File: config.mk
export PLATFORM = sky130hd
export DESIGN_NAME = board_rx
export DESIGN_NICKNAME = d
export VERILOG_FILES = /design/src/rtl/net_pkg.sv /design/src/rtl/board_rx.sv
export SDC_FILE = /design/constraint.sdc
export NUM_CORES = 2
export LEC_CHECK = 0
export BUFFER_PORTS_ARGS = -buffer_cell sky130_fd_sc_hd__buf_4
export CORE_AREA = 2 2 232 292
export DETAILED_ROUTE_END_ITERATION = 10
export DIE_AREA = 0 0 234 294
export GPL_TIMING_DRIVEN = 0
export PLACE_DENSITY = 0.74
export SKIP_LAST_GASP = 1
export SLEW_MARGIN = 20
export SYNTH_ARGS = -nofsm -noshare
export SYNTH_HDL_FRONTEND = slang
export SYNTH_SLANG_ARGS = --single-unit
File: constraint.sdc
create_clock -name clk -period 40.3 [get_ports clk]
set_clock_uncertainty 0.1 [all_clocks]
set_input_delay 8.06 -clock clk [delete_from_list [all_inputs] [get_ports clk]]
set_output_delay 8.06 -clock clk [all_outputs]
set_load 0.05 [all_outputs]
File: src/rtl/net_pkg.sv
// Shared network definitions for board-state and player-state decode.
// Word type codes, grid geometry and the board receiver state type.
package net_pkg;

  localparam int COLS   = 8;
  localparam int ROWS   = 13;
  localparam int CELL_W = 4;

  localparam logic [2:0] DTYPE_PSTATE       = 3'd0;
  localparam logic [2:0] DTYPE_START_BSTATE = 3'd1;
  localparam logic [2:0] DTYPE_ACK          = 3'd2;

  localparam logic [31:0] START_WORD = {29'd0, DTYPE_START_BSTATE};

  typedef logic [COLS-1:0][ROWS-1:0][CELL_W-1:0] obj_grid_t;

  typedef enum logic [1:0] {
    S_IDLE,
    S_ROWS,
    S_TIME,
    S_PSTATE
  } rx_state_t;

endpackage

File: src/rtl/board_rx.sv
// Board-state frame receiver for secondary consoles.
// Builds the object grid in a shadow copy and commits it atomically.
import net_pkg::*;

module board_rx #(
  parameter int TIMEOUT = 2_000_000
) (
  input  logic                 clk,
  input  logic                 rst,
  input  logic                 enable,
  input  logic                 rx_valid,
  input  logic [31:0]          rx_data,
  output logic                 busy,
  output logic [7:0][12:0][3:0] object_grid_out,
  output logic [15:0]          time_out,
  output logic [2:0]           game_state_out,
  output logic                 frame_done,
  output logic                 frame_error,
  output logic [7:0]           frame_count
);

  localparam int TW = $clog2(TIMEOUT + 1);
  localparam logic [TW-1:0] T_LAST = TW'(TIMEOUT - 1);
  localparam logic [3:0] ROW_LAST = 4'(ROWS - 1);

  rx_state_t         state;
  logic [3:0]        row;
  logic [TW-1:0]     timer;
  obj_grid_t         shadow;
  logic [15:0]       shadow_time;
  logic [CELL_W-1:0] cells [COLS];
  logic              trailer_ok;

  // Column c of a row word; column 0 sits in the top nibble.
  for (genvar c = 0; c < COLS; c++) begin : g_unpack
    assign cells[c] = rx_data[(COLS-1-c)*CELL_W +: CELL_W];
  end

  assign trailer_ok = (rx_data[31:30] == 2'b00) &&
                      (rx_data[2:0] == DTYPE_PSTATE);

  // Frame FSM: shadow assembly, inter-word timer, commit/abort.
  always_ff @(posedge clk or posedge rst) begin
    if (rst) begin
      state           <= S_IDLE;
      row             <= '0;
      timer           <= '0;
      shadow          <= '0;
      shadow_time     <= '0;
      busy            <= 1'b0;
      object_grid_out <= '0;
      time_out        <= '0;
      game_state_out  <= '0;
      frame_done      <= 1'b0;
      frame_error     <= 1'b0;
      frame_count     <= '0;
    end else begin
      frame_done  <= 1'b0;
      frame_error <= 1'b0;
      if (state == S_IDLE) begin
        if (rx_valid && enable && rx_data == START_WORD) begin
          state <= S_ROWS;
          row   <= '0;
          timer <= '0;
          busy  <= 1'b1;
        end
      end else if (!enable) begin
        state       <= S_IDLE;
        busy        <= 1'b0;
        frame_error <= 1'b1;
      end else if (rx_valid) begin
        timer <= '0;
        unique case (state)
          S_ROWS: begin
            for (int c = 0; c < COLS; c++) begin
              shadow[c][row] <= cells[c];
            end
            if (row == ROW_LAST) begin
              state <= S_TIME;
            end else begin
              row <= row + 4'd1;
            end
          end
          S_TIME: begin
            shadow_time <= rx_data[15:0];
            state       <= S_PSTATE;
          end
          S_PSTATE: begin
            state <= S_IDLE;
            busy  <= 1'b0;
            if (trailer_ok) begin
              object_grid_out <= shadow;
              time_out        <= shadow_time;
              game_state_out  <= rx_data[5:3];
              frame_done      <= 1'b1;
              frame_count     <= frame_count + 8'd1;
            end else begin
              frame_error <= 1'b1;
            end
          end
          default: ;
        endcase
      end else if (timer == T_LAST) begin
        state       <= S_IDLE;
        busy        <= 1'b0;
        frame_error <= 1'b1;
      end else begin
        timer <= timer + 1'b1;
      end
    end
  end

endmodule
## After elaboration in Yosys (flattened, before gate mapping)

Cells that the tools add are included.

| word-level totals | value |
|---|---|
| bits in registers | 905 |
| bits of input ports | 36 |
| output and inout port bits | 446 |
| logic and storage cells | 299 |

| operators by class | value |
|---|---|
| add/subtract/negate cells | 3 |
| $lt $le $gt $ge | 2 |
| eq/ne operators | 13 |
| mux-type cells | 45 |
| bitwise operators | 1 |
| reduce and logical (&&, ||, !) cells | 17 |

Operators with widths:

| operator | number |
|---|---|
| bitwise mux 52 bit | 8 |
| 2-to-1 mux 21 bit | 5 |
| == test 32 x 1 -> 1 bit (second input constant) | 1 |
| 2-to-1 mux 4 bit | 7 |
| adder 21 x 1 -> 21 bit (second input constant) | 1 |
| == test 21 bit (second input constant) | 1 |
| 2-to-1 mux 1 bit | 17 |
| demux 4 bit (select 4 bit) | 1 |
| 2-to-1 mux 2 bit | 6 |
| AND reduction 4 bit | 3 |
| AND reduction 5 bit | 2 |
| adder 8 x 1 -> 8 bit (second input constant) | 1 |
| inequality test 6 x 2 -> 1 bit (second input constant) | 1 |
| case mux 2 bit (3 select lines) | 1 |
| AND reduction 3 bit | 2 |
| nonzero test 2 bit | 3 |
| less-than comparator 4 x 5 -> 1 bit (second input constant) | 1 |
| inequality test 5 bit (second input constant) | 1 |
| adder 4 x 1 -> 4 bit (second input constant) | 1 |
| == test 2 bit (second input constant) | 2 |
| == test 4 bit (second input constant) | 1 |
| greater-or-equal comparator 4 x 1 -> 1 bit (second input constant) | 1 |
| logical AND 1 bit | 4 |
| zero test 2 bit | 2 |
| 8 further kinds | 8 |

## Logic depth before layout (Yosys ltp)

| depth | value |
|---|---|
| word-level depth | 7 |
| gate-level depth with buffers | 10 |

## Worst setup path after synthesis

OpenSTA, ideal clock, no wires.

| timing | value |
|---|---|
| path kind | input to register |
| from | input rx_data[30] |
| to | register timer[8] |
| library setup time | 0.126 ns |
| arrival time | 9.569 ns |
| slack | 30.505 ns |
| cell stages on the path | 6 |
| path buffers | 1 |
| path through | or4_4 -> nor3_4 -> nand4_2 -> o21a_1 -> buf_6 -> a221o_1 |

| on the way | value |
|---|---|
| cells in the longest elaborated chain, start to end | 4 |

Ends and longest elaborated chain:

| item | RTL line | source |
|---|---|---|
| start: declaration | board_rx.sv:12 | `input logic [31:0] rx_data,` |
| == test 32 x 1 -> 1 bit | board_rx.sv:61 | `if (rx_valid && enable && rx_data == START_WORD) begin` |
| logical AND 1 bit | board_rx.sv:61 |  |
| inequality test 2 x 1 -> 1 bit (no line) | n/a |  |
| AND reduction 3 bit (no line) | n/a |  |
| end signal: assignment | board_rx.sv:108 | `timer <= timer + 1'b1;` |
| end: declaration | board_rx.sv:28 | `logic [TW-1:0] timer;` |

Every way passes these cells.
A chain may end at the register's enable or synchronous reset.

## Worst setup path after layout

| timing | value |
|---|---|
| from | input rx_data[30] |
| to | register frame_count[1] |

| on the way | value |
|---|---|
| cells in the longest elaborated chain, start to end | 3 |

Ends and longest elaborated chain:

| item | RTL line | source |
|---|---|---|
| zero test 2 bit | board_rx.sv:39 | `assign trailer_ok = (rx_data[31:30] == 2'b00) &&` |
| logical AND 1 bit | board_rx.sv:39 |  |
| AND reduction 5 bit (no line) | n/a |  |
| end signal: assignment | board_rx.sv:96 | `frame_count <= frame_count + 8'd1;` |
| end: declaration | board_rx.sv:19 | `output logic [7:0] frame_count` |

Every way passes these cells.

==> flow_summary.json <==
{
  "synth.cell_area_um2": 34740,
  "multi_input_area_um2": 11140,
  "fin_crit_ns": 10.30,
  "ctsHoldBuffers": 0,
  "holdPathStages": 2,
  "grt_pass1_vias": 24547,
  "reg2reg_from": "state[1]",
  "finalHoldViolCount": 0,
  "min_path_type": "register to register",
  "cts_root_buffer": "clkbuf_16",
  "period_share_pct": 25.56,
  "crit_start": "rx_data[30]",
  "seq_area_um2": 22650,
  "vias": 23945,
  "rr_worst_depth": 9,
  "rrSetupSlack_ns": 36.94,
  "nets": 3657,
  "antenna_found_initial": 5,
  "postSynthCellCount": 3032,
  "drc_errors": 0,
  "dp_hpwl_um": 68150,
  "die_area_um2": 68800,
  "start_util_pct": 52.49,
  "viasPerCell": 5.270,
  "cts_tree": "done",
  "wl_per_cell_um": 21.40,
  "setup_viol": 0,
  "slowest_delay_ns": 0.61,
  "final.setup.tns_ns": 0,
  "worstHoldEndpoint": "object_grid_out[314]",
  "cts.sinks": 905,
  "start_kind": "primary input",
  "place_area_um2": 39710,
  "worst_skew_pair.late_latency_ns": 0.64,
  "pin_count": 482,
  "vdd_drop_max_v": 0.00003302,
  "portBuffers": 481,
  "cap_violations": 0,
  "crit_slowest_cell": "or4_4",
  "yosysWarnings": 0,
  "slew_violations": 0,
  "p_leak_nw": 24.01,
  "grt_max_degree": 104,
  "critical_path_arrival_ns": 10.77,
  "clk_path_buf_depth": 3,
  "worst-setup-path-type": "primary input to register",
  "htree_num_levels": 3,
  "powerDensity_nw_per_um2": 47.85,
  "synth_seq_cells": 905,
  "worst_pin_slew_ns": 1.205,
  "clk_pin_slew_ns": 0.06,
  "synth.distinct_cells": 57,
  "synth_seq_area_share_pct": 65.19,
  "avgSynthCellArea_um2": 11.46,
  "end_kind": "register",
  "final_cell_area_um2": 42760,
  "postCtsSetupRepairBufs": 0,
  "grt_first_pass_wirelength_um": 147600,
  "die_y_um": 294,
  "dr.pass1.iters": 5,
  "coreArea_um2": 66180,
  "status": "complete, no violations",
  "postCtsResizedCells": 0,
  "synth.net_count": 3078,
  "track_usage_pct": 28.63,
  "fillers": 5143,
  "rows": 106,
  "grt_overflow": 0,
  "die_width_um": 234,
  "hold_start": "shadow[314]",
  "drt_iter0_drc": 1477,
  "max_slew_margin_pct": 19.67,
  "path_max_fanout": 10,
  "required_ns": 40.77,
  "timing.fmax_mhz": 97.08,
  "drt_wl_total_um": 97220,
  "synthToLayoutAreaGrowth_pct": 23.10,
  "r2r_end": "object_grid_out[7]",
  "cp_cell_sequence": "buf_4 > or4_4 > nor2_1 > nand3_1 > inv_2 > buf_2 > buf_2 > nand2_1 > nand2_1",
  "drive_above_1_share_pct": 31.10,
  "globalplace.congestion": 0.8475,
  "cts_made_buffers": 86,
  "grt_setup_unrepaired": "no",
  "final_antenna_net_count": 0
}
-- final cells by class --
class | count | area share (%)
antenna | 1 | 0.005852
buffer | 180 | 2.133
clock buffer | 116 | 5.770
clock inverter | 40 | 1.358
inverter | 11 | 0.1141
multi-input combinational | 1936 | 26.05
sequential | 905 | 52.96
tap | 864 | 2.528
timing repair buffer | 491 | 9.087
-- critical path: cells and delay by family --
family                 cells  cell delay, ns
buffers and inverters      4            1.35
and+or+nand+nor            5            1.34
-- placed cells by master (no fill, tap or decap), types with 3 or more instances in the layout --
master | netlist | final
nand2_1 | 1331 | 1331
dfrtp_1 | 905 | 905
buf_4 | 12 | 493
mux2_2 | 405 | 405
clkbuf_1 | 82 | 94
clkbuf_16 | 0 | 88
buf_2 | 53 | 53
mux2_1 | 29 | 29
nor2_1 | 17 | 17
a31oi_1 | 17 | 17
clkinv_2 | 0 | 17
buf_6 | 16 | 16
clkbuf_8 | 0 | 16
nand3_1 | 15 | 15
buf_1 | 13 | 13
bufinv_16 | 0 | 12
ha_1 | 10 | 10
buf_16 | 0 | 10
inv_1 | 10 | 9
and3_1 | 9 | 9
xnor2_1 | 9 | 9
nor3_1 | 8 | 8
o21ai_0 | 7 | 7
and2_1 | 6 | 6
nor4_1 | 6 | 6
a22o_1 | 6 | 6
nand2_4 | 5 | 5
a21oi_1 | 5 | 5
nand4_1 | 5 | 5
clkbuf_2 | 4 | 4
a41oi_1 | 3 | 3
a221o_1 | 3 | 3
inv_16 | 0 | 3
clkinv_4 | 0 | 3
-- logic make-up after synthesis --
family          after synthesis  synth area share [%]
mux                         435                 14.10
buf+inv                     191                 2.744
flops                       905                 65.19
compound gates               53                 1.081
simple gates               1427                 16.25
xor+xnor                     11                0.2773
fa+ha+maj                    10                0.3602
-- routing by layer --
metal  GRT usage, %  wire [um]  share of wire (%)
met1          36.70      39310                 40
met2          47.26      47730                 49
met3          6.163       6234                6.4
met4          11.78       3915                4.0
met5              0         37              0.038
-- sequential cells by signal, summed over array words and instances (netlist names) --
register,count
frame_error,1
shadow_time,16
shadow,416
time_out,16
object_grid_out,416
frame_count,8
row,4
state,2
game_state_out,3
frame_done,1
busy,1
timer,21
-- synth_stat cells, drive strengths merged --
library cell	instances	area, um2
nand2	1336	5052
dfrtp	905	22650
mux2	434	4887
buf	94	584.3
clkbuf	86	327.8
a31oi	17	106.4
nor2	17	63.81
nand3	15	75.07
inv	11	41.29
ha	10	125.1
nor3	10	66.32
and3	9	56.30
xnor2	9	78.83
nor4	8	71.32
o21ai	8	43.79
a21oi	6	33.78
a22o	6	52.55
and2	6	37.54
nand4	6	43.79
or4	4	37.53
a221o	3	30.03
a41oi	3	26.28
nor3b	3	33.78
a211o	2	17.52
a31o	2	17.52
and3b	2	17.52
nand2b	2	12.51
nand3b	2	15.01
or3	2	12.51
or4bb	2	22.52
xor2	2	17.52
a211oi	1	7.510
a21o	1	7.510
a2bb2oi	1	8.760
and4	1	8.760
mux2i	1	10.01
nor4b	1	8.760
o211ai	1	7.510
o21a	1	7.510
o31a	1	8.760
or4b	1	10.01
-- how the worst max path moves through the flow --
stage / endpoint / cells past startpoint
finish: frame_count[1] / 9
global route: frame_count[1] / 9
CTS: frame_count[1] / 9
detailed placement: game_state_out[0] / 9
global placement: object_grid_out[227] / 2
floorplan: busy / 1
-- power breakdown --
part	switching [mW]	internal (mW)
clock network	0.356	0.511
logic	0.0717	0.0781
registers	0.0433	0.986
-- stage by stage --
step / hold slack, ns / worst slack, ns / total power, mW / cells / util [%]
2_1_floorplan: 0.3315 / 6.698 / 1.150 / 3032 / -
3_3_place_gp: 0.3410 / -2.830 / 1.186 / 4377 / 59.58
3_5_place_dp: 0.3467 / 29.30 / 1.195 / 4387 / 60.01
4_1_cts: 0.3567 / 29.93 / 2.060 / 4543 / 64.61
5_1_grt: 0.3804 / 29.87 / 2.119 / 4543 / 64.61
6_report: 0.3540 / 30.00 / 2.046 / 4544 / 64.62
Note: power is estimated with default switching activity, not from simulation.
